$ cat src/rtl/fetch_pkg.sv
// Shared types and constants for the picoMIPS fetch stage.
package fetch_pkg;

    localparam int OPC_W = 6;

    // All-zero word decodes as the NOP opcode; sliced to ISIZE by the user.
    localparam logic [63:0] NOP_WORD = '0;

    typedef enum logic [1:0] {
        FILL  = 2'd0,
        RUN   = 2'd1,
        FLUSH = 2'd2
    } fetch_state_t;

endpackage

$ cat src/rtl/sw8_stepper.sv
// Single-step gate for the board switch: synchronise SW8, detect rising edges,
// and hold a token that allows exactly one instruction to retire per press.
module sw8_stepper (
    input  logic clk,
    input  logic reset,
    input  logic sw8,
    input  logic retire,
    output logic step_token
);

    logic sync1;
    logic sync2;
    logic sync_prev;

    always_ff @(posedge clk) begin
        if (reset) begin
            sync1      <= 1'b0;
            sync2      <= 1'b0;
            sync_prev  <= 1'b0;
            step_token <= 1'b0;
        end else begin
            sync1     <= sw8;
            sync2     <= sync1;
            sync_prev <= sync2;
            // A fresh press wins over a retire landing in the same cycle.
            if (sync2 && !sync_prev) begin
                step_token <= 1'b1;
            end else if (retire) begin
                step_token <= 1'b0;
            end
        end
    end

endmodule

$ cat src/rtl/fetch_unit.sv
// picoMIPS instruction fetch: PC ownership, synchronous ROM addressing, branch squash, hold.
// Optional single-step from board switch SW8 when FETCH_SW8_STEP_EN is defined.
// Decoder handshake: controls are consumed only in a cycle where instr_valid=1; one of them must be set then.
module fetch_unit
    import fetch_pkg::*;
#(
    parameter int PSIZE = 5,
    parameter int ISIZE = 18
) (
    input  logic               clk,
    input  logic               reset,
    input  logic               PCincr,
    input  logic               PCabsbranch,
    input  logic               PCrelbranch,
    input  logic [PSIZE-1:0]   branch_addr,
    input  logic               hold,
`ifdef FETCH_SW8_STEP_EN
    input  logic               SW8,
`endif
    output logic [PSIZE-1:0]   rom_addr,
    input  logic [ISIZE-1:0]   rom_data,
    output logic [ISIZE-1:0]   instr,
    output logic [OPC_W-1:0]   opcode,
    output logic               instr_valid,
    output logic [PSIZE-1:0]   pc_out,
    output fetch_state_t       dbg_state
);

    fetch_state_t     state;
    fetch_state_t     state_nxt;
    logic [PSIZE-1:0] fetch_pc;
    logic [PSIZE-1:0] exec_pc;
    logic [PSIZE-1:0] fetch_nxt;
    logic [PSIZE-1:0] exec_nxt;
    logic             hold_eff;
    logic             run_live;

`ifdef FETCH_SW8_STEP_EN
    logic step_token;

    sw8_stepper u_stepper (
        .clk        (clk),
        .reset      (reset),
        .sw8        (SW8),
        .retire     (run_live),
        .step_token (step_token)
    );

    assign hold_eff = hold | ~step_token;
`else
    assign hold_eff = hold;
`endif

    assign run_live  = (state == RUN) && !hold_eff;
    assign dbg_state = state;

    always_ff @(posedge clk) begin
        if (reset) begin
            state    <= FILL;
            fetch_pc <= '0;
            exec_pc  <= '0;
        end else begin
            state    <= state_nxt;
            fetch_pc <= fetch_nxt;
            exec_pc  <= exec_nxt;
        end
    end

    always_comb begin
        state_nxt   = state;
        fetch_nxt   = fetch_pc;
        exec_nxt    = exec_pc;
        rom_addr    = fetch_pc;
        instr_valid = 1'b0;
        instr       = NOP_WORD[ISIZE-1:0];
        opcode      = '0;
        pc_out      = exec_pc;
        case (state)
            FILL: begin
                fetch_nxt = fetch_pc + PSIZE'(1);
                exec_nxt  = '0;
                state_nxt = RUN;
            end
            RUN: begin
                if (hold_eff) begin
                    // Re-read the current word so it is on rom_data at release.
                    rom_addr = exec_pc;
                end else if (PCabsbranch) begin
                    fetch_nxt = branch_addr;
                    state_nxt = FLUSH;
                end else if (PCrelbranch) begin
                    fetch_nxt = exec_pc + branch_addr;
                    state_nxt = FLUSH;
                end else begin
                    exec_nxt  = fetch_pc;
                    fetch_nxt = fetch_pc + PSIZE'(1);
                end
            end
            FLUSH: begin
                exec_nxt  = fetch_pc;
                fetch_nxt = fetch_pc + PSIZE'(1);
                state_nxt = RUN;
            end
            default: begin
                state_nxt = FILL;
            end
        endcase
        if (run_live) begin
            instr_valid = 1'b1;
            instr       = rom_data;
            opcode      = rom_data[ISIZE-1 -: OPC_W];
        end
    end

    always_ff @(posedge clk) begin
        if (!reset && run_live) begin
            assert (!(PCabsbranch && PCrelbranch) && (PCabsbranch || PCrelbranch || PCincr));
        end
    end

endmodule

$ cat config.mk
export PLATFORM = sky130hd
export DESIGN_NAME = fetch_unit
export DESIGN_NICKNAME = d
export VERILOG_FILES = /design/src/rtl/fetch_pkg.sv /design/src/rtl/sw8_stepper.sv /design/src/rtl/fetch_unit.sv
export SDC_FILE = /design/constraint.sdc
export NUM_CORES = 1
export LEC_CHECK = 0
export ABC_AREA = 1
export BUFFER_PORTS_ARGS = -buffer_cell sky130_fd_sc_hd__buf_2
export CORE_UTILIZATION = 30
export DETAILED_ROUTE_END_ITERATION = 8
export GPL_ROUTABILITY_DRIVEN = 0
export SETUP_SLACK_MARGIN = 0.5
export SYNTH_ARGS = -nofsm -noshare
export SYNTH_HDL_FRONTEND = slang
export SYNTH_HIERARCHICAL = 1
export SYNTH_SLANG_ARGS = --single-unit
$ cat constraint.sdc
create_clock -name clk -period 2.2 [get_ports clk]
set_clock_uncertainty 0.15 [all_clocks]
set_input_delay 0 -clock clk [delete_from_list [all_inputs] [get_ports clk]]
set_output_delay 0 -clock clk [all_outputs]
set_load 0.01 [all_outputs]
* Word level (Yosys, flattened, before mapping)
Cells that the tools add are included.
** Operators by class
- Add/sub/neg operators :: 2
- Equal/unequal tests :: 6
- Muxes and demuxes :: 17
- Reductions and logical operators :: 9
** Operators with widths (count)
- 5-bit 2-to-1 mux :: 8
- 18-bit 2-to-1 mux :: 1
- 5-bit case mux with 3 select lines :: 1
- 5-bit case mux with 2 select lines :: 1
- 2-bit 2-to-1 mux :: 3
- 6-bit 2-to-1 mux :: 1
- 2-bit inequality test, second input constant :: 3
- 5-bit by 1-bit adder with 5-bit output, second input constant :: 1
- 5-bit adder :: 1
- 2-bit case mux with 2 select lines :: 1
- 2-bit AND reduction :: 2
- 4-bit AND reduction :: 1
- 3-bit inequality test, second input constant :: 1
- 3-bit nonzero test :: 1
- 2-bit by 1-bit equality test with 1-bit output, second input constant :: 1
- 2-bit equality test, second input constant :: 1
- 2-bit logical NOT :: 1
- 2-bit nonzero test :: 1
- 2-bit OR reduction :: 1
- 1-bit logical AND :: 1
- 1-bit logical NOT :: 1
- 1-bit 2-to-1 mux :: 1
** Storage, ports and cells
- Register bits :: 12
- Bits of input ports :: 29
- Output and inout bits :: 37
- Logic and storage cells :: 37

* Depth between registers and ports, before layout
- Depth in word-level cells :: 5
- Depth in mapped cells :: 13
- Gate-level depth less buffers :: 13

* Least setup slack after synthesis
OpenSTA, ideal clock, no wires.
- Path type :: flip-flop to output port
- Start point :: reg state[0], in the netlist dbg_state[0]
- End point :: out opcode[0]
- Data arrival time :: 1.627 ns
- Data required time :: 2.050 ns
- Path slack :: 0.423 ns
- Cell stages (with the launch flop) :: 8
- Buffers on the path :: 2
- Path through :: dfxtp_1 -> ha_1 -> inv_2 -> nor2_1 -> inv_2 -> clkbuf_8 -> nor2_1 -> buf_4
** On the way
- Cells in the longest elaborated chain, start to end :: 3
** Ends and longest elaborated chain
- start: declaration :: RTL line fetch_unit.sv:29 : fetch_state_t state;
- start signal: assignment :: RTL line fetch_unit.sv:63 : state <= state_nxt;
- 2-bit by 1-bit equality test with 1-bit output :: RTL line fetch_unit.sv:54 : assign run_live = (state == RUN) && !hold_eff;
- 1-bit logical AND :: RTL line fetch_unit.sv:54
- 6-bit 2-to-1 mux :: RTL line fetch_unit.sv:108 : if (run_live) begin
- end: declaration :: RTL line fetch_unit.sv:23 : output logic [OPC_W-1:0] opcode,
No other way between the ends.

* Final worst setup path
- Start point :: reg exec_pc[0], in the netlist pc_out[0]
- End point :: reg fetch_pc[4]
** On the way
- Cells in the longest elaborated chain, start to end :: 5
** Ends and longest elaborated chain
- start: declaration :: RTL line fetch_unit.sv:32 : logic [PSIZE-1:0] exec_pc;
- start signal: assignment :: RTL line fetch_unit.sv:65 : exec_pc <= exec_nxt;
- 5-bit adder :: RTL line fetch_unit.sv:92 : fetch_nxt = exec_pc + branch_addr;
- 5-bit 2-to-1 mux :: RTL line fetch_unit.sv:91 : end else if (PCrelbranch) begin
- 5-bit 2-to-1 mux :: RTL line fetch_unit.sv:88 : end else if (PCabsbranch) begin
- 5-bit 2-to-1 mux :: RTL line fetch_unit.sv:85 : if (hold_eff) begin
- 5-bit case mux with 2 select lines :: RTL line fetch_unit.sv:78 : case (state)
- end signal: assignment :: RTL line fetch_unit.sv:64 : fetch_pc <= fetch_nxt;
- end: declaration :: RTL line fetch_unit.sv:31 : logic [PSIZE-1:0] fetch_pc;
No other way between the ends. The select of a mux whose other input is x is not followed.
A chain may end at the register's enable or synchronous reset.

==> flow_summary.toml <==
[run_status]
outcome = "finished, violations left"
violations = "hold timing"

[setup_path]
critPathCapture = "fetch_pc[4]"
path_cells = "ha_4 -> inv_2 -> fa_2 -> inv_1 -> nand2_1 -> nand2_2 -> nand2_1 -> nand2_1 -> nand3_1 -> nand2_1 -> nand2_1 -> nand2_1 -> a21oi_2"
path_class = "reg -> reg"
cp-end-kind = "flip-flop"
startpoint_type = "flip-flop"
cp.depth = 13
cp_slowest_cell = "dfxtp_2"
required_ps = 2180
critPathMaxStageDelay_ps = 340
r2r_slack_ps = 530
critPathMaxFanout = 2
cp.arrival_ps = 1650
cpMostUsedCell = "nand2_1"
r2r_cells = 13
crit_buf_inv = 2
startpoint = "pc_out[0]"
rr_endpoint = "fetch_pc[4]"
r2r_start = "pc_out[0]"
cp_top_family = "adder cells"

[layout]
antenna_cells = 0
fin_cells = 296
drive_gt1_share_pct = 40.7
nets = 289
area_growth_pct = 39.3
design_area_um2 = 1620

[synth]
ys_types = 26
avgSynthCellArea_um2 = 6.34
syn-num-nets = 223
synth_edf_count = 0
synth_common_cells = "inv_1, nand2_1, nor2_1"
synth_largest_area_cell = "dfxtp_1"
synth_top_area_share_pct = 20.7
syn_inst = 183
ys_seq_elements = 12
ys.flop_type = "dfxtp_1"
synthTopCellsByArea = "dfxtp_1, inv_1, ha_1"
yosys_warnings = 6
syn_area_um2 = 1160
synth_most_common_cell = "inv_1"
yosysSeqAreaShare_pct = 20.7
synth_async_sr_flop_share_pct = 0

[timing]
tns_ps = 0
hold_viol_final = 6
slew_headroom_pct = 84.7
worst_pin_slew_ps = 227
period_share_pct = 75.9
slew_violations = 0
whs_ps = -107
rsz0062_at_grt = "true"
finalSetupViolCount = 0
fmax_mhz = 599
finalCriticalPeriod_ps = 1670

[power]
pwr-share-seq_pct = 29.9
internal-power_w = 0.000601
switching_share_pct = 39.2
leakagePower_nw = 0.955
pwr-share-comb_pct = 45.2
vdd_ir_drop_max_v = 0.000383
switchingPower_w = 0.000387
p_clk_share_pct = 24.9
power_density_nw_per_um2 = 611

[grt]
grt-ovfl-total = 0
grt_max_degree = 19
grt_antenna_before_repair = 0
grt_pass1_vias = 1044
grt_pass1_wl_um = 4570
grt_usage_pct = 14.0

[cts]
clock_path_buffers = 2
htree_levels = 1
tritoncts = "done"
cts_buffers = 3
path_clk_slew_ps = 60
clkSinkCount = 12
root_buffer = "clkbuf_8"
clk_latency_ps = 240

[placed_design]
dpl.cell_count = 287
dpl.hpwl_um = 2360
port_buffers = 64
post_dp_cell_area_um2 = 1490

[die]
io_pins = 66
start_util_pct = 31.5
die_x_um = 64.2
rows = 22
core_um2 = 3690
die_y_um = 64.2
die-area_um2 = 4120

[route]
via_per_inst = 4.32
drc = 0
wl_per_cell_um = 9.97
drtPass1Iterations = 4
route.vias.total = 1278
wl_um = 2950
drt-initial-drc-count = 73
ant_nets = 0

[worst_hold_path]
hold_path_class = "in -> reg"
holdPathStages = 2

[job]
cap_viol_max_count = 0
[power by group through the flow]
stage	Combinational (W)	Clock, W	Sequential, W
3_5_place_dp	0.000413	0	0.000298
4_1_cts	0.000420	0.000252	0.000293
5_1_grt	0.000500	0.000270	0.000302
3_3_place_gp	0.000409	0	0.000296
2_1_floorplan	0.000288	0	0.000294
6_report	0.000447	0.000246	0.000295
[cell type report]
| cell class | instances | area (um^2) |
|---|---|---|
| clock buffer | 4 | 55.1 |
| fill | 414 | 2070 |
| inverter | 43 | 166 |
| multi-input combinational | 120 | 732 |
| sequential | 12 | 244 |
| tap | 48 | 60.1 |
| timing repair buffer | 69 | 360 |
[registers in the layout, indices dropped and copies added, names as in the netlist]
signal,count
pc_out,5
dbg_state,2
fetch_pc,5
[layout by cell type, fill, tap and decap left out, drive strengths merged]
cell         instances
dlygate4sd3          1
nand3                9
o22ai                3
o21bai               1
nand3b               1
o21ai               15
o311a                1
buf                 68
xor2                 1
a211oi               2
nor2                26
nand2               35
dfxtp               12
inv                 43
fa                   1
ha                  10
o31ai                1
a21oi               12
or2                  1
xnor2                1
clkbuf               4
[worst reg2reg max path, cell delays in order (launching register included)]
cell and delay, ps:
dfxtp_2 340, ha_4 130, inv_2 30, fa_2 340
inv_1 60, nand2_1 50, nand2_2 60, nand2_1 40
nand2_1 50, nand3_1 60, nand2_1 70, nand2_1 60
nand2_1 70, a21oi_2 50
[stage by stage]
step / utilization [%] / power [W] / hold slack, ps / setup slack, ps
global placement: 40.3 / 0.000706 / 139 / 480
CTS: 42.1 / 0.000964 / -103 / 496
finish: 43.9 / 0.000988 / -107 / 529
detailed placement: 40.3 / 0.000710 / 141 / 473
global route: 43.9 / 0.00107 / -98.2 / 420
floorplan: - / 0.000582 / -112 / 517
[kinds of logic after synthesis]
family / after synthesis / synth area share [%]
adder cells (fa/ha/maj): 11 / 12.5
AO/OA/AOI/OAI: 35 / 18.6
XOR/XNOR: 2 / 1.51
flip-flops: 12 / 20.7
buffers and inverters: 51 / 19.5
AND/OR/NAND/NOR: 72 / 27.2
[timing repair]
item / in CTS / in global routing
hold endpoints to repair: 7 / 7
setup buffers: 1 / 3
endpoints found under the setup margin: 28 / 37
pin swaps: 0 / 6
resized for setup: 3 / 10
cloned: 0 / 0
[worst min path at each step]
| stage | from | end | slack, ps |
|---|---|---|---|
| after global routing | reset | fetch_pc[4] | -100 |
| after CTS | reset | pc_out[0] | -100 |
| after floorplan | hold | instr_valid | -110 |
| final | reset | fetch_pc[4] | -110 |
| after detailed placement | rom_data[1] | instr[1] | 140 |
| after global placement | rom_data[6] | instr[6] | 140 |
[per-layer routing]
layer	global-route usage (%)	part of all wire, %	vias up
met4	4.17	0.78	0
met2	23.5	48	36
li1	-	-	692
met5	0	0	-
met3	2.50	6.3	2
met1	17.9	45	548
(Power assumes the default switching activity.)
